**config.mk**
```make
export PLATFORM = sky130hd
export DESIGN_NAME = sonic_v1_15_eth_10g_mac_tx_frame_decoder
export DESIGN_NICKNAME = d
export VERILOG_FILES = /design/src/rtl/sonic_v1_15_eth_10g_mac_tx_frame_decoder.sv
export SDC_FILE = /design/constraint.sdc
export NUM_CORES = 1
export LEC_CHECK = 0
export BUFFER_PORTS_ARGS = -buffer_cell sky130_fd_sc_hd__buf_4
export CAP_MARGIN = 0
export CORE_ASPECT_RATIO = 0.75
export CORE_MARGIN = 2
export CORE_UTILIZATION = 40
export CTS_BUF_LIST = sky130_fd_sc_hd__clkbuf_4 sky130_fd_sc_hd__clkbuf_8 sky130_fd_sc_hd__clkbuf_16
export CTS_CLUSTER_DIAMETER = 50
export DETAILED_ROUTE_END_ITERATION = 10
export GPL_ROUTABILITY_DRIVEN = 0
export SETUP_SLACK_MARGIN = 0.05
export SKIP_CTS_REPAIR_TIMING = 1
export SLEW_MARGIN = 20
export SYNTH_ARGS = -nofsm -noshare
export SYNTH_HDL_FRONTEND = slang
export SYNTH_SLANG_ARGS = --single-unit
export TNS_END_PERCENT = 5
```
**constraint.sdc**
```tcl
create_clock -name clk -period 9.1 [get_ports clk]
set_input_delay 0.91 -clock clk [delete_from_list [all_inputs] [get_ports clk]]
set_output_delay 0.91 -clock clk [all_outputs]
set_load 0.1 [all_outputs]
```
**src/rtl/sonic_v1_15_eth_10g_mac_tx_frame_decoder.sv**
```systemverilog
// TX frame decoder: passes the 64b Avalon-ST stream through with one cycle of latency and
// emits one status pulse per frame (length, L2 header class, pad/oversize/malformed/error flags).
module sonic_v1_15_eth_10g_mac_tx_frame_decoder #(
    parameter int MIN_FRAME_LEN = 60,
    parameter int MAX_FRAME_LEN = 1514
) (
    input  logic        clk,
    input  logic        reset_n,
    input  logic        in_valid,
    input  logic [63:0] in_data,
    input  logic [2:0]  in_error,
    input  logic        in_startofpacket,
    input  logic        in_endofpacket,
    input  logic [2:0]  in_empty,
    output logic        out_valid,
    output logic [63:0] out_data,
    output logic [2:0]  out_error,
    output logic        out_startofpacket,
    output logic        out_endofpacket,
    output logic [2:0]  out_empty,
    output logic        stat_valid,
    output logic [15:0] stat_length,
    output logic [15:0] stat_type_len,
    output logic        stat_broadcast,
    output logic        stat_multicast,
    output logic        stat_vlan,
    output logic        stat_svlan,
    output logic        stat_pad_needed,
    output logic        stat_oversize,
    output logic        stat_malformed,
    output logic        stat_error
);

    typedef enum logic [2:0] {S_IDLE, S_HDR1, S_TAG, S_SVLAN, S_BODY} state_t;

    typedef struct packed {
        logic [15:0] len;
        logic [15:0] type_len;
        logic        hdr_ok;
        logic        bcast;
        logic        mcast;
        logic        vlan;
        logic        svlan;
        logic        err;
    } frame_t;

    localparam logic [15:0] TPID_VLAN  = 16'h8100;
    localparam logic [15:0] TPID_SVLAN = 16'h88A8;

    state_t      state_q, state_d;
    frame_t      frame_q, frame_d;
    frame_t      rpt;
    logic        fire, drop, rpt_malformed, rpt_pad, rpt_over;
    logic [3:0]  beat_bytes;
    logic [15:0] lead_word, mid_word;
    logic [1:0]  tags;
    logic [16:0] max_len;

    function automatic logic [15:0] sat_add(input logic [15:0] a, input logic [3:0] b);
        logic [16:0] s;
        s = {1'b0, a} + {13'd0, b};
        return s[16] ? 16'hFFFF : s[15:0];
    endfunction

    always_comb begin
        // NOTE: every variable gets a default first so no path leaves it unassigned (no latches).
        state_d       = state_q;
        frame_d       = frame_q;
        rpt           = '0;
        fire          = 1'b0;
        drop          = 1'b0;
        rpt_malformed = 1'b0;
        beat_bytes    = in_endofpacket ? (4'd8 - {1'b0, in_empty}) : 4'd8;
        lead_word     = in_data[63:48];
        mid_word      = in_data[31:16];

        if (in_valid) begin
            if (in_startofpacket) begin
                // An open frame is closed out as malformed; a new SOP+EOP beat in that same
                // cycle loses its own status since only one pulse fits per cycle.
                if (state_q != S_IDLE) begin
                    fire          = 1'b1;
                    rpt           = frame_q;
                    rpt_malformed = 1'b1;
                end
                frame_d       = '0;
                frame_d.len   = {12'd0, beat_bytes};
                frame_d.err   = |in_error;
                frame_d.bcast = (&in_data[63:16]) && (beat_bytes >= 4'd6);
                frame_d.mcast = in_data[56] && !frame_d.bcast;
                if (!in_endofpacket) begin
                    state_d = S_HDR1;
                end else begin
                    state_d = S_IDLE;
                    if (state_q == S_IDLE) begin
                        fire          = 1'b1;
                        rpt           = frame_d;
                        rpt_malformed = 1'b1;
                    end
                end
            end else if (state_q == S_IDLE) begin
                drop          = 1'b1;
                fire          = 1'b1;
                rpt_malformed = 1'b1;
                rpt.err       = |in_error;
            end else begin
                frame_d.len = sat_add(frame_q.len, beat_bytes);
                frame_d.err = frame_q.err | (|in_error);
                state_d     = S_BODY;
                case (state_q)
                    S_HDR1: begin
                        if (beat_bytes >= 4'd6) begin
                            if (mid_word == TPID_VLAN) begin
                                frame_d.vlan = 1'b1;
                                state_d      = S_TAG;
                            end else if (mid_word == TPID_SVLAN) begin
                                state_d = S_SVLAN;
                            end else begin
                                frame_d.type_len = mid_word;
                                frame_d.hdr_ok   = 1'b1;
                            end
                        end
                    end
                    S_TAG: begin
                        if (beat_bytes >= 4'd2) begin
                            frame_d.type_len = lead_word;
                            frame_d.hdr_ok   = 1'b1;
                        end
                    end
                    S_SVLAN: begin
                        // Without an inner 0x8100 the frame is treated as untagged, type 0x88A8.
                        if (beat_bytes >= 4'd2) begin
                            if (lead_word != TPID_VLAN) begin
                                frame_d.type_len = TPID_SVLAN;
                                frame_d.hdr_ok   = 1'b1;
                            end else if (beat_bytes >= 4'd6) begin
                                frame_d.svlan    = 1'b1;
                                frame_d.type_len = mid_word;
                                frame_d.hdr_ok   = 1'b1;
                            end
                        end
                    end
                    default: ;
                endcase
                if (in_endofpacket) begin
                    fire          = 1'b1;
                    rpt           = frame_d;
                    rpt_malformed = !frame_d.hdr_ok;
                    state_d       = S_IDLE;
                end
            end
        end

        // Header fields are only meaningful once the type/len bytes were seen.
        if (!rpt.hdr_ok) begin
            rpt.type_len = '0;
            rpt.vlan     = 1'b0;
            rpt.svlan    = 1'b0;
        end
        tags     = rpt.svlan ? 2'd2 : (rpt.vlan ? 2'd1 : 2'd0);
        max_len  = 17'(MAX_FRAME_LEN) + {13'd0, tags, 2'b00};
        rpt_pad  = rpt.len < 16'(MIN_FRAME_LEN);
        rpt_over = {1'b0, rpt.len} > max_len;
    end

    always_ff @(posedge clk or negedge reset_n) begin
        if (!reset_n) begin
            state_q <= S_IDLE;
            frame_q <= '0;
        end else if (in_valid) begin
            // NOTE: sequential state uses non-blocking assignments so all registers update together.
            state_q <= state_d;
            frame_q <= frame_d;
        end
    end

    always_ff @(posedge clk or negedge reset_n) begin
        if (!reset_n) begin
            out_valid         <= 1'b0;
            out_data          <= '0;
            out_error         <= '0;
            out_startofpacket <= 1'b0;
            out_endofpacket   <= 1'b0;
            out_empty         <= '0;
            stat_valid        <= 1'b0;
            stat_length       <= '0;
            stat_type_len     <= '0;
            stat_broadcast    <= 1'b0;
            stat_multicast    <= 1'b0;
            stat_vlan         <= 1'b0;
            stat_svlan        <= 1'b0;
            stat_pad_needed   <= 1'b0;
            stat_oversize     <= 1'b0;
            stat_malformed    <= 1'b0;
            stat_error        <= 1'b0;
        end else begin
            out_valid         <= in_valid && !drop;
            out_data          <= in_data;
            out_error         <= in_error;
            out_startofpacket <= in_startofpacket;
            out_endofpacket   <= in_endofpacket;
            out_empty         <= in_empty;
            stat_valid        <= fire;
            if (fire) begin
                stat_length     <= rpt.len;
                stat_type_len   <= rpt.type_len;
                stat_broadcast  <= rpt.bcast;
                stat_multicast  <= rpt.mcast;
                stat_vlan       <= rpt.vlan;
                stat_svlan      <= rpt.svlan;
                stat_pad_needed <= rpt_pad;
                stat_oversize   <= rpt_over;
                stat_malformed  <= rpt_malformed;
                stat_error      <= rpt.err;
            end
        end
    end

endmodule

```
==> results.yml <==
logic_synthesis:
  async_flop_share_pct: 100
  synthFlopType: "dfrtp_1"
  synth.most_common_cell: "dfrtp_1"
  synth_common_cells: "155 x dfrtp_1, 72 x nand2_1, 39 x a21oi_1, 39 x nor2_1, 34 x o21ai_0"
  synth_seq_cells: 155
  seq_area_frac_synth_pct: 55.6
  ys_warn_count: 0
  synth.distinct_cells: 71
  syn_nets: 756
  yosys.area.top_type: "dfrtp_1"
  synth_top_area_share_pct: 55.6
  synth.area.top_cells: "dfrtp_1 56%, nand2_1 3.9%, a21oi_1 2.8%, o21ai_0 2.4%, o21ai_1 2.4%"
  synth.avg_cell_area_um2: 10.4
  synth_cells: 672
  synth-edff-count: 0
  netlist_area_um2: 6970
run:
  maxCapViolCount: 0
critical_path:
  crit_chain: "buf_4, inv_1, ha_1, nand2_1, fa_1, nand2b_1, a211oi_1, o21ai_0, a31oi_1, ha_1, or3_1, a41o_1, o41ai_1, or4_1, a31oi_1"
  crit_path_max_fanout: 7
  cp_slowest_cell: "a211oi_1"
  arrival_ps: 4660
  endpoint_kind: "register"
  required_ps: 9440
  reg2reg_from: "state_q[0]$_DFFE_PN0P_"
  slowest_delay_ps: 710
  worstSetupStartpointType: "input port"
  path_class: "input port to register"
  r2r_end: "stat_oversize$_DFFE_PN0P_"
  cp_top_family: "compound AO/OA/AOI/OAI gates"
  reg2regPathDepth: 12
  path_buf_inv: 2
  reg2reg_slack_ps: 5070
route:
  viasPerCell: 5.91
  drc: 0
  antenna_left: 0
  wl_per_cell_um: 21.0
  first_pass_iters: 6
  dr.first_iter.drc_count: 778
  wirelength_um: 22700
  num_vias: 6377
power:
  pwr-share-clk_pct: 39.8
  pwr-share-seq_pct: 38.3
  p_int_mw: 1.27
  p_sw_mw: 0.660
  pwr_density_cell_nw_per_um2: 210
  total_power_mw: 1.93
  switching_share_pct: 34.2
  leakage_nw: 4.31
  share_comb_of_total_power_pct: 21.8
  ir_worst_vdd_mv: 0.135
placed_design:
  placed_area_um2: 8550
  pre_cts_ws_ps: 4420
  dpl.hpwl_um: 16600
  io_buffers: 188
sta:
  relSlewSlack_pct: 30.2
  hold_viol: 0
  layout_setup_ws_ps: 4780
  rsz0062_at_grt: "false"
  post-route-min-period_ps: 4320
  fin_crit_sh_pct: 47.5
  tightestPinTransition_ps: 1040
  finClkSkew_ps: 10.8
  fin_setup_tns_ps: 0
  drv_slew: 0
  setup_viol: 0
  max_freq_ghz: 0.231
floorplanning:
  die_area_um2: 18500
  initial_core_util_pct: 41.2
  fp.dieH_um: 118
  die_w_um: 156
  num_rows: 41
  ios: 189
  core-area_um2: 16900
global_routing:
  gr-total-overflow: 0
  antenna_found_initial: 0
  grt_pass1_vias: 6234
  gr-usage-all-layers_pct: 25.2
  grt_pass1_wl_um: 35800
  grt_max_degree: 82
min_path:
  whs_endpoint: "frame_q[5]$_DFFE_PN0P_"
  hp-class: "register to register"
  min_path_cells: 2
  min-delay-start: "frame_q[5]$_DFFE_PN0P_"
cts:
  clk_transition_reported_paths_ps: 70
  cts_buffers: 17
  cts_root_buf: "clkbuf_16"
  cts_sinks: 155
  cts_tree: "built"
  htree_levels: 4
  clk_path_buf_depth: 2
  clock_latency_ps: 430
final_layout:
  final_cell_area_um2: 9190
  final_nets: 935
  fin_util_pct: 54.3
  seqCellArea_um2: 3880
  drive_gt1_share_pct: 27.5
  nFillCells: 1486
  synthToLayoutAreaGrowth_pct: 31.9
  multi_input_area_um2: 2890
  diodes: 0
status:
  outcome: "complete, no violations"
[cells in the final DEF, fill, tap and decap left out, types with 5 or more instances in the layout]
cell / instances
a21o_1: 21
buf_4: 191
nand2_1: 72
nor2_1: 39
a22oi_1: 16
dfrtp_1: 155
a22o_1: 18
and2_1: 11
a31oi_1: 10
a21oi_1: 39
nor3_1: 14
o21ai_1: 33
inv_1: 14
nand4_1: 18
and3_1: 9
and4_1: 6
nand3_1: 11
nand2b_1: 12
a221oi_1: 5
clkbuf_16: 17
nor4_1: 10
o21ai_0: 34
ha_1: 8
[final cells by class]
class                      count  area share [%]
clock inverter                14            2.15
clock buffer                  18            4.78
multi-input combinational    468            31.5
tap                          215            2.93
sequential                   155            42.2
inverter                      16           0.653
timing repair buffer         193            15.8
[through the flow]
stage	hold slack (ps)	cells
floorplan	442	672
global placement	460	1047
detailed placement	463	1047
CTS	479	1079
global route	500	1079
finish	475	1079
[worst max-delay path by stage]
stage                                     end         from  slack (ps)  cells past startpoint
finish              stat_oversize$_DFFE_PN0P_  in_empty[0]        4780                     15
global placement    stat_oversize$_DFFE_PN0P_  in_empty[0]        4650                     15
detailed placement  stat_oversize$_DFFE_PN0P_  in_empty[0]        4420                     15
global route        stat_oversize$_DFFE_PN0P_  in_empty[0]        4570                     15
floorplan           stat_oversize$_DFFE_PN0P_  in_empty[0]        5130                     14
CTS                 stat_oversize$_DFFE_PN0P_  in_empty[0]        4870                     15
[sequential cells by signal, summed over array words and instances (netlist names)]
name and count:
out_data 64, frame_q 38, stat_length 16, stat_type_len 16
out_empty 3, out_error 3, state_q 3, out_endofpacket 1
out_startofpacket 1, out_valid 1, stat_broadcast 1, stat_error 1
stat_malformed 1, stat_multicast 1, stat_oversize 1, stat_pad_needed 1
stat_svlan 1, stat_valid 1, stat_vlan 1
[routing by layer]
layer  track usage (%)  wire length [µm]  vias up
met2              33.9              9460      366
met4              7.28               310        0
li1                  -                 -     2897
met1              38.9             10600     3081
met3              7.15              2290       33
met5                 0                 0        -
[cells by family (layout without fill, tap and decap cells)]
kind of cell	count (synthesis)	after routing	share of synthesized area, %
compound gates	235	235	23.1
fa+ha+maj	9	9	1.72
xor+xnor	2	2	0.251
flops	155	155	55.6
simple gates	220	220	16.2
mux	2	2	0.287
buf+inv	49	241	2.87
[power by group through the flow]
stage / clock network (mW) / registers [mW] / logic [mW]
after floorplan: 0 / 0.919 / 0.112
after global placement: 0 / 0.752 / 0.413
after detailed placement: 0 / 0.752 / 0.416
after CTS: 0.782 / 0.739 / 0.417
after global routing: 0.812 / 0.743 / 0.442
final: 0.768 / 0.740 / 0.421
[worst min-delay path: cells and delay by family, from the launching register on]
| kind | cells | cell delay (ps) |
|---|---|---|
| DFF | 1 | 340 |
| AOI/OAI and AO/OA | 1 | 60 |
| and+or+nand+nor | 1 | 40 |
Power figures use the tool's default switching activity.
